`config.mk`:
```
export PLATFORM = sky130hd
export DESIGN_NAME = seq_alu_flat
export DESIGN_NICKNAME = d
export VERILOG_FILES = /design/src/rtl/seq_alu_if.sv /design/src/rtl/seq_alu.sv /design/src/flat_wrapper.sv
export SDC_FILE = /design/constraint.sdc
export NUM_CORES = 1
export LEC_CHECK = 0
export CORE_MARGIN = 1.5
export CORE_UTILIZATION = 50
export DETAILED_ROUTE_END_ITERATION = 7
export HOLD_SLACK_MARGIN = 0.06
export PLACE_DENSITY_LB_ADDON = 0.3
export SLEW_MARGIN = 10
export SYNTH_ARGS = -nofsm -noshare
export SYNTH_HDL_FRONTEND = slang
export SYNTH_SLANG_ARGS = --single-unit
```
`constraint.sdc`:
```
create_clock -name clk -period 3.68 [get_ports clk]
set_input_delay 0.552 -clock clk [delete_from_list [all_inputs] [get_ports clk]]
set_output_delay 0.552 -clock clk [all_outputs]
set_load 0.005 [all_outputs]
```
`src/rtl/seq_alu_if.sv`:
```
`default_nettype none
// ============================================================================
// Module      : seq_alu_if
// Description : Request/result bundle between a seq_alu and its requester.
// Revision    : 1.0 - initial release
// ============================================================================
interface seq_alu_if #(
    parameter int WIDTH = 32
);
    logic             start;
    logic [2:0]       op;
    logic [WIDTH-1:0] a;
    logic [WIDTH-1:0] b;
    logic [WIDTH-1:0] y_lo;
    logic [WIDTH-1:0] y_hi;
    logic             zero;
    logic             busy;
    logic             done;
    logic             err;

    modport master (
        output start, op, a, b,
        input  y_lo, y_hi, zero, busy, done, err
    );

    modport slave (
        input  start, op, a, b,
        output y_lo, y_hi, zero, busy, done, err
    );
endinterface
`default_nettype wire

```
`src/rtl/seq_alu.sv`:
```
`default_nettype none
// ============================================================================
// Module      : seq_alu
// Description : Sequential ALU: single-cycle logic/arith/compare ops, a
//               shift-add multiplier and an optional restoring divider
//               (enabled by defining SEQ_ALU_DIV_EN).
// Revision    : 1.0 - initial release
// ============================================================================
module seq_alu #(
    parameter int WIDTH = 32,
    parameter int CNT_W = 6
) (
    input  logic     clk,
    input  logic     rst_n,
    seq_alu_if.slave bus
);

    localparam logic [2:0] c_op_and  = 3'd0;
    localparam logic [2:0] c_op_or   = 3'd1;
    localparam logic [2:0] c_op_add  = 3'd2;
    localparam logic [2:0] c_op_sub  = 3'd3;
    localparam logic [2:0] c_op_slt  = 3'd4;
    localparam logic [2:0] c_op_sltu = 3'd5;
    localparam logic [2:0] c_op_mulu = 3'd6;
    localparam logic [2:0] c_op_divu = 3'd7;

    typedef enum logic [1:0] {
        IDLE = 2'd0,
        MUL  = 2'd1,
        DIV  = 2'd2,
        DONE = 2'd3
    } state_t;

    state_t           state_q, state_d;
    logic [CNT_W-1:0] cnt_q, cnt_d;
    logic [WIDTH-1:0] hi_q, hi_d;
    logic [WIDTH-1:0] lo_q, lo_d;
    logic [WIDTH-1:0] opnd_q, opnd_d;
    logic [WIDTH-1:0] y_lo_q, y_lo_d;
    logic [WIDTH-1:0] y_hi_q, y_hi_d;
    logic             zero_q, zero_d;
    logic             err_q, err_d;

    logic [WIDTH-1:0] w_alu;
    logic [WIDTH:0]   w_sum;
    logic             w_last;

    always_comb begin
        w_alu = '0;
        case (bus.op)
            c_op_and:  w_alu = bus.a & bus.b;
            c_op_or:   w_alu = bus.a | bus.b;
            c_op_add:  w_alu = bus.a + bus.b;
            c_op_sub:  w_alu = bus.a - bus.b;
            c_op_slt:  w_alu = {{(WIDTH-1){1'b0}}, ($signed(bus.a) < $signed(bus.b))};
            c_op_sltu: w_alu = {{(WIDTH-1){1'b0}}, (bus.a < bus.b)};
            default:   w_alu = '0;
        endcase
    end

    // Multiplier: hi holds the running partial product, lo the unconsumed
    // multiplier bits; both shift right one place per iteration.
    assign w_sum  = {1'b0, hi_q} + {1'b0, opnd_q};
    assign w_last = (cnt_q == CNT_W'(WIDTH - 1));

`ifdef SEQ_ALU_DIV_EN
    // Divider: hi is the partial remainder, lo shifts the dividend out of its
    // top while quotient bits enter at the bottom.
    logic [WIDTH:0] w_trial;
    assign w_trial = {hi_q, lo_q[WIDTH-1]} - {1'b0, opnd_q};
`endif

    always_comb begin
        state_d = state_q;
        cnt_d   = cnt_q;
        hi_d    = hi_q;
        lo_d    = lo_q;
        opnd_d  = opnd_q;
        y_lo_d  = y_lo_q;
        y_hi_d  = y_hi_q;
        err_d   = err_q;

        case (state_q)
            IDLE: begin
                if (bus.start) begin
                    if (bus.op == c_op_mulu) begin
                        hi_d    = '0;
                        lo_d    = bus.b;
                        opnd_d  = bus.a;
                        cnt_d   = '0;
                        state_d = MUL;
                    end else if (bus.op == c_op_divu) begin
`ifdef SEQ_ALU_DIV_EN
                        if (bus.b == '0) begin
                            y_lo_d  = '1;
                            y_hi_d  = bus.a;
                            err_d   = 1'b1;
                            state_d = DONE;
                        end else begin
                            hi_d    = '0;
                            lo_d    = bus.a;
                            opnd_d  = bus.b;
                            cnt_d   = '0;
                            state_d = DIV;
                        end
`else
                        y_lo_d  = '0;
                        y_hi_d  = '0;
                        err_d   = 1'b1;
                        state_d = DONE;
`endif
                    end else begin
                        y_lo_d  = w_alu;
                        y_hi_d  = '0;
                        err_d   = 1'b0;
                        state_d = DONE;
                    end
                end
            end

            MUL: begin
                if (lo_q[0]) begin
                    {hi_d, lo_d} = {w_sum, lo_q[WIDTH-1:1]};
                end else begin
                    {hi_d, lo_d} = {1'b0, hi_q, lo_q[WIDTH-1:1]};
                end
                cnt_d = cnt_q + 1'b1;
                if (w_last) begin
                    y_lo_d  = lo_d;
                    y_hi_d  = hi_d;
                    err_d   = 1'b0;
                    state_d = DONE;
                end
            end

`ifdef SEQ_ALU_DIV_EN
            DIV: begin
                if (!w_trial[WIDTH]) begin
                    hi_d = w_trial[WIDTH-1:0];
                    lo_d = {lo_q[WIDTH-2:0], 1'b1};
                end else begin
                    hi_d = {hi_q[WIDTH-2:0], lo_q[WIDTH-1]};
                    lo_d = {lo_q[WIDTH-2:0], 1'b0};
                end
                cnt_d = cnt_q + 1'b1;
                if (w_last) begin
                    y_lo_d  = lo_d;
                    y_hi_d  = hi_d;
                    err_d   = 1'b0;
                    state_d = DONE;
                end
            end
`endif

            DONE:    state_d = IDLE;
            default: state_d = IDLE;
        endcase

        zero_d = (y_lo_d == '0);
    end

    always_ff @(posedge clk or negedge rst_n) begin
        if (!rst_n) begin
            state_q <= IDLE;
            cnt_q   <= '0;
            hi_q    <= '0;
            lo_q    <= '0;
            opnd_q  <= '0;
            y_lo_q  <= '0;
            y_hi_q  <= '0;
            zero_q  <= 1'b1;
            err_q   <= 1'b0;
        end else begin
            state_q <= state_d;
            cnt_q   <= cnt_d;
            hi_q    <= hi_d;
            lo_q    <= lo_d;
            opnd_q  <= opnd_d;
            y_lo_q  <= y_lo_d;
            y_hi_q  <= y_hi_d;
            zero_q  <= zero_d;
            err_q   <= err_d;
        end
    end

    assign bus.y_lo = y_lo_q;
    assign bus.y_hi = y_hi_q;
    assign bus.zero = zero_q;
    assign bus.err  = err_q;
    assign bus.busy = (state_q != IDLE);
    assign bus.done = (state_q == DONE);

endmodule
`default_nettype wire

```
`src/flat_wrapper.sv`:
```
// flat-port wrapper written by rule: the top's interface ports become plain ports
module seq_alu_flat 
#(
    parameter int WIDTH = 32,
    parameter int CNT_W = 6
)
  (clk, rst_n, bus_start, bus_op, bus_a, bus_b, bus_y_lo, bus_y_hi, bus_zero, bus_busy, bus_done, bus_err);
  seq_alu_if #(.WIDTH(WIDTH)) bus_i ();
  input  logic clk;
  input  logic rst_n;
  input wire logic [$bits(bus_i.start)-1:0] bus_start;
  input wire logic [$bits(bus_i.op)-1:0] bus_op;
  input wire logic [$bits(bus_i.a)-1:0] bus_a;
  input wire logic [$bits(bus_i.b)-1:0] bus_b;
  output wire logic [$bits(bus_i.y_lo)-1:0] bus_y_lo;
  output wire logic [$bits(bus_i.y_hi)-1:0] bus_y_hi;
  output wire logic [$bits(bus_i.zero)-1:0] bus_zero;
  output wire logic [$bits(bus_i.busy)-1:0] bus_busy;
  output wire logic [$bits(bus_i.done)-1:0] bus_done;
  output wire logic [$bits(bus_i.err)-1:0] bus_err;
  assign bus_i.start = bus_start;
  assign bus_i.op = bus_op;
  assign bus_i.a = bus_a;
  assign bus_i.b = bus_b;
  assign bus_y_lo = bus_i.y_lo;
  assign bus_y_hi = bus_i.y_hi;
  assign bus_zero = bus_i.zero;
  assign bus_busy = bus_i.busy;
  assign bus_done = bus_i.done;
  assign bus_err = bus_i.err;
  seq_alu #(.WIDTH(WIDTH), .CNT_W(CNT_W)) u_core (.clk(clk), .rst_n(rst_n), .bus(bus_i));
endmodule
```
==> Word level (Yosys, flattened, before mapping) <==
Index checks and enable logic that the tools add are counted.
{ "word_totals": {"wordCells": 70, "output_inout_bits": 68, "input_bits": 70, "reg_bits": 170} }
{ "classes": {"n_eq_ne": 14, "reduce_logical": 9, "n_addsub": 4, "n_mux": 30, "magnitude_cmp": 2, "n_bitwise": 2} }
{ "op_table": {"columns": ["op", "count"], "rows": [
  ["2-to-1 mux 32 bit", 13],
  ["one-hot mux 32 bit (2 select lines)", 4],
  ["one-hot mux 32 bit (6 select lines)", 1],
  ["less-than comparator 32 bit", 2],
  ["adder 32 x 32 -> 33 bit", 1],
  ["adder 32 bit", 1],
  ["AND 32 bit", 1],
  ["zero test 32 bit", 1],
  ["OR 32 bit", 1],
  ["subtractor 32 bit", 1],
  ["equality test 3 bit (second input constant)", 4],
  ["2-to-1 mux 6 bit", 2],
  ["one-hot mux 6 bit (2 select lines)", 1],
  ["adder 6 x 1 -> 6 bit (second input constant)", 1],
  ["equality test 3 x 2 -> 1 bit (second input constant)", 2],
  ["equality test 6 x 5 -> 1 bit (second input constant)", 1],
  ["2-to-1 mux 2 bit", 3],
  ["AND reduction 3 bit", 2],
  ["2-to-1 mux 1 bit", 4],
  ["!= test 2 x 1 -> 1 bit (second input constant)", 2],
  ["!= test 2 bit (second input constant)", 2],
  ["one-hot mux 2 bit (2 select lines)", 1],
  ["AND reduction 4 bit", 1],
  ["nonzero test 2 bit", 2],
  ["other kinds (7)", 7]
]} }

==> Logic depth before layout (Yosys ltp) <==
{ "logic_depth": {"depth_word": 7, "mapped_depth": 15, "ltp_nobuf": 14} }

==> Worst setup path before layout <==
OpenSTA, ideal clock, no wires.
{ "synth_path": {"path_type": "input -> register", "startpoint": "input port bus_b[8]", "endpoint": "register u_core.zero_q (netlist: u_core.bus.zero)", "stages": 14, "path_slack_ns": -0.264, "arrival_time_ns": 3.854, "setup_time_ns": 0.090, "required_ns": 3.590, "path_cell_list": "inv_1 > ha_1 > buf_6 > or4_4 > or4_1 > a211o_1 > and3_4 > a2bb2oi_2 > o211ai_1 > a211o_1 > a2111o_1 > and4bb_1 > nand4b_1 > nor4_2"} }
{ "synth_via": {"elab_chain_len": 7, "word_cells_on_any_way": 12, "classes_between": "2 x add/sub; 2 x order compare; 5 x mux; 2 x bitwise; 1 x reduce/logical"} }
{ "synth_lines": {"columns": ["element", "line", "source"], "rows": [
  ["from (decl)", "flat_wrapper.sv:14", "input wire logic [$bits(bus_i.b)-1:0] bus_b;"],
  ["subtractor 32 bit or adder 32 bit (tied branches)", "seq_alu.sv:54, seq_alu.sv:53", null],
  ["one-hot mux 32 bit (6 select lines) (*)", "seq_alu.sv:50", "case (bus.op)"],
  ["2-to-1 mux 32 bit (*)", "seq_alu.sv:92", "end else if (bus.op == c_op_divu) begin"],
  ["2-to-1 mux 32 bit (*)", "seq_alu.sv:86", "if (bus.op == c_op_mulu) begin"],
  ["2-to-1 mux 32 bit (*)", "seq_alu.sv:85", "if (bus.start) begin"],
  ["one-hot mux 32 bit (2 select lines) (*)", "seq_alu.sv:83", "case (state_q)"],
  ["named net u_core.y_lo_d[20]", "seq_alu.sv:39", "logic [WIDTH-1:0] y_lo_q, y_lo_d;"],
  ["zero test 32 bit (*)", "seq_alu.sv:159", "zero_d = (y_lo_d == '0);"],
  ["named net u_core.zero_d", "seq_alu.sv:41", "logic zero_q, zero_d;"],
  ["to (signal assigned)", "seq_alu.sv:181", "zero_q <= zero_d;"],
  ["to (decl)", "seq_alu.sv:41", null]
]} }
The timed path passes the listed nets; every way through them passes the cells marked *.
A chain may end at the register's enable or synchronous reset.

==> Worst setup path after layout <==
{ "layout_path": {"startpoint": "input port bus_b[6]", "endpoint": "register u_core.zero_q (netlist: u_core.bus.zero)"} }
{ "layout_via": {"elab_chain_len": 7, "word_cells_on_any_way": 12, "classes_between": "2 x add/sub; 2 x order compare; 5 x mux; 2 x bitwise; 1 x reduce/logical"} }
{ "layout_lines": {"columns": ["element", "line", "source"], "rows": [
  ["subtractor 32 bit, or another cell as far along", "seq_alu.sv:54", "c_op_sub: w_alu = bus.a - bus.b;"],
  ["one-hot mux 32 bit (6 select lines) (*)", "seq_alu.sv:50", null],
  ["2-to-1 mux 32 bit (*)", "seq_alu.sv:92", null],
  ["2-to-1 mux 32 bit (*)", "seq_alu.sv:86", null],
  ["2-to-1 mux 32 bit (*)", "seq_alu.sv:85", null],
  ["one-hot mux 32 bit (2 select lines) (*)", "seq_alu.sv:83", null],
  ["zero test 32 bit (*)", "seq_alu.sv:159", null],
  ["named net u_core.zero_d", "seq_alu.sv:41", null]
]} }
Marked as above.

==> out/summary.txt <==
Status: finished, violations left
Violated checks: negative setup slack
CTS Sinks: 170
Area grow syn2layout: 36.8%
Static Leak: 9.39 nW
Clock Latency Late Sink: 470 ps
Top FF cell, synth: dfrtp_1
Worst-margin pin slew: 853 ps
Die area: 29,600 um^2
CP arrival: 4140 ps
EDFF count, synth: 0
WL/cell: 23.3 um
RSZ-0062 raised after global routing: yes
Final Setup Violations: 1
Post-DRT Antenna Nets: 0
Max Clock Freq: 0.266 GHz
Die Wd: 172 um
Setup CP Type: in2reg
Global-route wire length before repair: 90,400 um
Global route overflow: 0
Critical path startpoint category: primary input
Initial antenna violation count: 5
Sequential element share of the synthesized area: 29.8%
Final hold slack: 114 ps
# H-tree levels: 4
CTS root buffer: clkbuf_16
CTS Buf Count: 17
Count leader, synth: nand2_1
Hold buffer count at cts: 0
Largest net degree at the start of global routing: 75
Number of port buffers: 137
TritonCTS clock tree: yes
DP Cell Count: 2,533
FF+latch count, synth: 170
Cells after Synth: 1,752
Critical Path RT: 4060 ps
Max Cap Violations: 0
Slew headroom: 43.0%
Post-Route WL: 59,900 um
Starting density of the core: 51.2%
Max VDD drop: 563 uV
Overall Power: 11.8 mW
Pre-Repair DR Iteration Count: 6
Syn Area/Cell: 8.16 um^2
Slew Limit Fails: 0
Critical Path Sink Type: register
Via count: 16,000
Worst hold path type: in2async
Synth cell count leaders: nand2_1 (235), dfrtp_1 (169), ha_1 (129), a21oi_1 (126), o21ai_0 (123)
Vias in the first global route: 15,500
Clock Skew: 12.1 ps
Std-Cell Rows: 61
Yosys top cell area share: 29.6%
Pwr/cell area: 604 nW/um^2
Fin crit period: 3760 ps
Crit path max fanout: 3
Clock transition at path regs: 70 ps
Post-Layout Cell Count: 2,574
CTS Buffer Depth: 2
Routability congestion estimate: 1.04
Period utilization: 102%
Core area: 27,900 um^2
Syn nets: 1,954
Ports: 138
Share of cells above drive strength 1: 25.0%
Async set or reset register ratio after synthesis: 100%
Post-Synthesis Cell Area: 14,300 um^2
Die Height: 172 um
Final Hold Violating Endpoints: 0
Final Net Count: 2,381
Yosys top cell by area: dfrtp_1
Final WS setup: -80.8 ps
Ys Warns: 0
Placed inst area: 18,600 um^2
Initial drt markers: 1,871
Via/cell ratio: 6.20
Finished Cell Area: 19,600 um^2
DP HPWL: 45,800 um
Tot GR Track Use: 41.0%
Top cells by area, synth: dfrtp_1 (30%), ha_1 (11%), nand2_1 (6.2%), a21oi_1 (4.4%), o21ai_0 (4.3%)
Distinct cells, synth: 87
Drt drc: 0
## state kept, by name (all words and copies together), names as in the netlist
| register | count |
|---|---|
| u_core.bus.y_hi | 32 |
| u_core.bus.zero | 1 |
| u_core.opnd_q | 32 |
| u_core.lo_q | 32 |
| u_core.cnt_q | 6 |
| u_core.bus.y_lo | 32 |
| u_core.hi_q | 32 |
| u_core.bus.err | 1 |
| u_core.state_q | 2 |
## worst max-delay path: stages
cell	delay, ps
clkdlybuf4s50_1	530
inv_1	110
ha_4	290
buf_4	110
o211ai_1	110
o21ai_2	200
and2_1	190
buf_4	130
a211o_1	120
nand2_1	140
a221o_1	430
or3_1	360
a31oi_1	250
xnor2_1	180
o211ai_1	180
nor4_2	250
## cell families (layout without fill, tap and decap cells)
kind of cell	Yosys count	count (layout)	share of synthesized area, %
compound gates	569	569	26.8
simple gates	567	567	18.9
buf+inv	214	654	5.72
flops	170	170	29.8
fa+ha+maj	132	132	11.7
mux	58	58	4.53
xor+xnor	42	42	2.57
other cells	0	4	0
## placed cells by master, fill, tap and decap left out, drive strengths merged, types with 39 or more instances in the layout
cell	netlist	layout
a21oi	126	126
buf	15	366
clkdlybuf4s50	0	106
dfrtp	169	169
ha	129	129
inv	121	126
nand2	235	235
nor2	111	111
nor3	39	39
o21ai	125	125
## where the power goes
group	leakage [nW]	internal (mW)	switching, mW
logic	6.90	2.95	3.54
registers	2.20	2.64	0.697
clock network	0.295	1.09	0.898
total	9.39	6.68	5.14
## timing repair
action,4_1_cts,5_1_grt
hold endpoints to repair,0,0
buffers inserted,5,0
endpoints found under the setup margin,5,11
pin swaps,32,1
gates resized for setup,91,15
## per-stage QoR
step | setup slack, ps | setup TNS, ps | util (%)
6_report | -80.8 | -80.8 | 70.0
2_1_floorplan | 4.81 | 0 | -
3_5_place_dp | -1000 | -6000 | 66.4
3_3_place_gp | -1020 | -6320 | 66.4
4_1_cts | 5.01 | 0 | 69.8
5_1_grt | -419 | -419 | 70.0
## routing by layer
| metal | routed length (um) | global-route usage, % |
|---|---|---|
| met5 | 0 | 0 |
| met4 | 3620 | 23.3 |
| met3 | 4920 | 6.80 |
| met2 | 26700 | 64.4 |
| met1 | 24600 | 53.4 |
## layout make-up
type                            instances  area, um^2
Clock inverter                         14         185
Tap cell                              378         473
Clock buffer                           18         429
Inverter                              121         454
Sequential cell                       170        4260
Multi-Input combinational cell       1368        9650
Fill cell                            2331        8370
Timing Repair Buffer                  501        4110
Antenna cell                            4        10.0
## path summary, 6_finish.rpt
kind                                     from                 end  slack (ps)  depth (start not counted)
setup reg to reg              u_core.cnt_q[1]     u_core.bus.zero          40                         15
min in group clk           u_core.bus.y_hi[4]  u_core.bus.y_hi[4]         470                          2
hold / removal                          rst_n      u_core.hi_q[5]         110                          1
hold reg to reg            u_core.bus.y_hi[4]  u_core.bus.y_hi[4]         470                          2
max in group asynchronous               rst_n     u_core.bus.zero        2710                          2
setup / recovery                     bus_b[6]     u_core.bus.zero         -80                         16
(Power assumes the default switching activity.)
==> patch, RTL diff (config.mk and constraints unchanged) <==
`WIDTH` is set to 32 in 3 places; all go to 64.
--- a/src/rtl/seq_alu_if.sv
+++ b/src/rtl/seq_alu_if.sv
@@ -5,7 +5,7 @@
 // Revision    : 1.0 - initial release
 // ============================================================================
 interface seq_alu_if #(
-    parameter int WIDTH = 32
+    parameter int WIDTH = 64
 );
     logic             start;
     logic [2:0]       op;
--- a/src/rtl/seq_alu.sv
+++ b/src/rtl/seq_alu.sv
@@ -7,7 +7,7 @@
 // Revision    : 1.0 - initial release
 // ============================================================================
 module seq_alu #(
-    parameter int WIDTH = 32,
+    parameter int WIDTH = 64,
     parameter int CNT_W = 6
 ) (
     input  logic     clk,
--- a/src/flat_wrapper.sv
+++ b/src/flat_wrapper.sv
@@ -1,7 +1,7 @@
 // flat-port wrapper written by rule: the top's interface ports become plain ports
 module seq_alu_flat 
 #(
-    parameter int WIDTH = 32,
+    parameter int WIDTH = 64,
     parameter int CNT_W = 6
 )
   (clk, rst_n, bus_start, bus_op, bus_a, bus_b, bus_y_lo, bus_y_hi, bus_zero, bus_busy, bus_done, bus_err);
Ports: changed (resized bus_a, bus_b, bus_y_hi and bus_y_lo); port bits go from 138 to 266. No check against the original RTL was run, so the function may have changed too.
==> patch against the unedited design <==
The flow still finishes with violations (negative setup slack); critical path depth is 3 higher; wire length up 110%; synthesized cell count grew 96%; cell area rose by 120%; worst hold slack better by 0.14 ns; sequential cell count is 160 higher; area after synthesis up 94%; power increased by 120%; clock skew is 0.00076 ns lower; maximum frequency fell by 11%; via count increased by 110%; setup slack worse by 0.46 ns; highest routed layer is now met5.
==> patch: results (changes against the unedited design) <==
| Metric | Value |
|---|---|
| H-tree depth | `2 (was 4)` |
| Share of cells above drive strength 1 | `0.359 (was 0.250)` |
| Nets | `5,035 (was 2,381)` |
| Final HPWL DP | `92,600 um (was 45,800 um)` |
| Placed cell count | `5,232 (was 2,533)` |
| Post-synth net total | `3,836 (was 1,954)` |
| Hold WC Path Type | `input pin to flop (was input pin to async pin)` |
| Comb power frac | `0.589 (was 0.549)` |
| Final Power | `26.2 mW (was 11.8 mW)` |
| M3 GR Usage | `0.0824 (was 0.0680)` |
| Peak VDD IR | `0.508 mV (was 0.563 mV)` |
| Clk pwr share | `0.166 (was 0.168)` |
| Synth Area in XOR/XNOR | `0.0354 (was 0.0257)` |
| Drt first-iter violations | `3,846 (was 1,871)` |
| Met2 Use GR | `0.672 (was 0.644)` |
| First-pass GRT wire length | `186,000 um (was 90,400 um)` |
| Post-synthesis compound-gate area fraction | `0.259 (was 0.268)` |
| Failing checks | `negative setup slack (unchanged)` |
| Synth cell count leaders | `503 x nand2_1, 329 x dfrtp_1, 294 x a21oi_1, 258 x ha_1, 253 x nor2_1 (was 235 x nand2_1, 169 x dfrtp_1, 129 x ha_1, 126 x a21oi_1, 123 x o21ai_0)` |
| Met2 WL post-DR | `57,100 um (was 26,700 um)` |
| Setup violations, final | `41 (was 1)` |
| Synth area leaders | `dfrtp_1 30%, ha_1 12%, nand2_1 6.8% (was dfrtp_1 30%, ha_1 11%, nand2_1 6.2%)` |
| Worst Max-Slew Pin Slew | `1.15 ns (was 0.853 ns)` |
| LEAKAGE | `20.8 nW (was 9.39 nW)` |
| Status | `complete, but fails checks (unchanged)` |
| Total Wirelength | `128,000 um (was 59,900 um)` |
| Wire per inst | `23.6 um (was 23.3 um)` |
| Number of global-route vias before repair | `32,000 (was 15,500)` |
| Largest net degree at the start of global routing | `107 (was 75)` |
| Worst Slack Setup Final | `-0.544 ns (was -0.0808 ns)` |
| RD Place Congestion | `1.09 (was 1.04)` |
## patch: critical path, cell delays in order
cell	delay, ns
clkdlybuf4s50_1	0.64
buf_4	0.23
buf_4	0.15
nor2b_1	0.11
nand2_1	0.14
nor2_2	0.09
buf_4	0.18
a32oi_1	0.19
o21ai_0	0.10
a211oi_1	0.21
o21ai_1	0.19
or4_4	0.58
nor4_4	0.25
nand3b_1	0.12
nor3_2	0.12
nand4_1	0.22
and3b_1	0.30
nand3_2	0.11
nor4_4	0.21
## patch: final timing paths
| path | from | endpoint | slack, ns | cells after the start |
|---|---|---|---|---|
| setup / recovery | bus_op[2] | u_core.bus.zero$_DFF_PN1_ | -0.54 | 19 |
| hold / removal | bus_b[11] | u_core.lo_q[11]$_DFFE_PN0P_ | 0.26 | 3 |
| setup reg to reg | u_core.state_q[1]$_DFFE_PN0P_ | u_core.bus.zero$_DFF_PN1_ | -0.53 | 15 |
| hold reg to reg | u_core.bus.y_hi[12]$_DFFE_PN0P_ | u_core.bus.y_hi[12]$_DFFE_PN0P_ | 0.46 | 2 |
| max in group asynchronous | rst_n | u_core.bus.zero$_DFF_PN1_ | 2.05 | 3 |
| min in group asynchronous | rst_n | u_core.lo_q[16]$_DFFE_PN0P_ | 0.56 | 2 |
## patch: final cells by class
| type | instances | area (um^2) |
|---|---|---|
| inverters | 230 | 875 |
| multi-input cells | 2687 | 20200 |
| repair buffers | 1350 | 10900 |
| flip-flops and latches | 330 | 8260 |
| fillers | 3824 | 12400 |
| clock inverters | 16 | 236 |
| diodes | 3 | 7.51 |
| clock buffers | 58 | 1200 |
| well taps | 748 | 936 |
## patch: what timing repair did
action                     CTS  global route
setup endpoints to repair   88            89
setup buffers               62            62
pin swaps                  120           187
hold buffers                 1             0
hold endpoints to repair     1             0
gates resized for setup    320           392
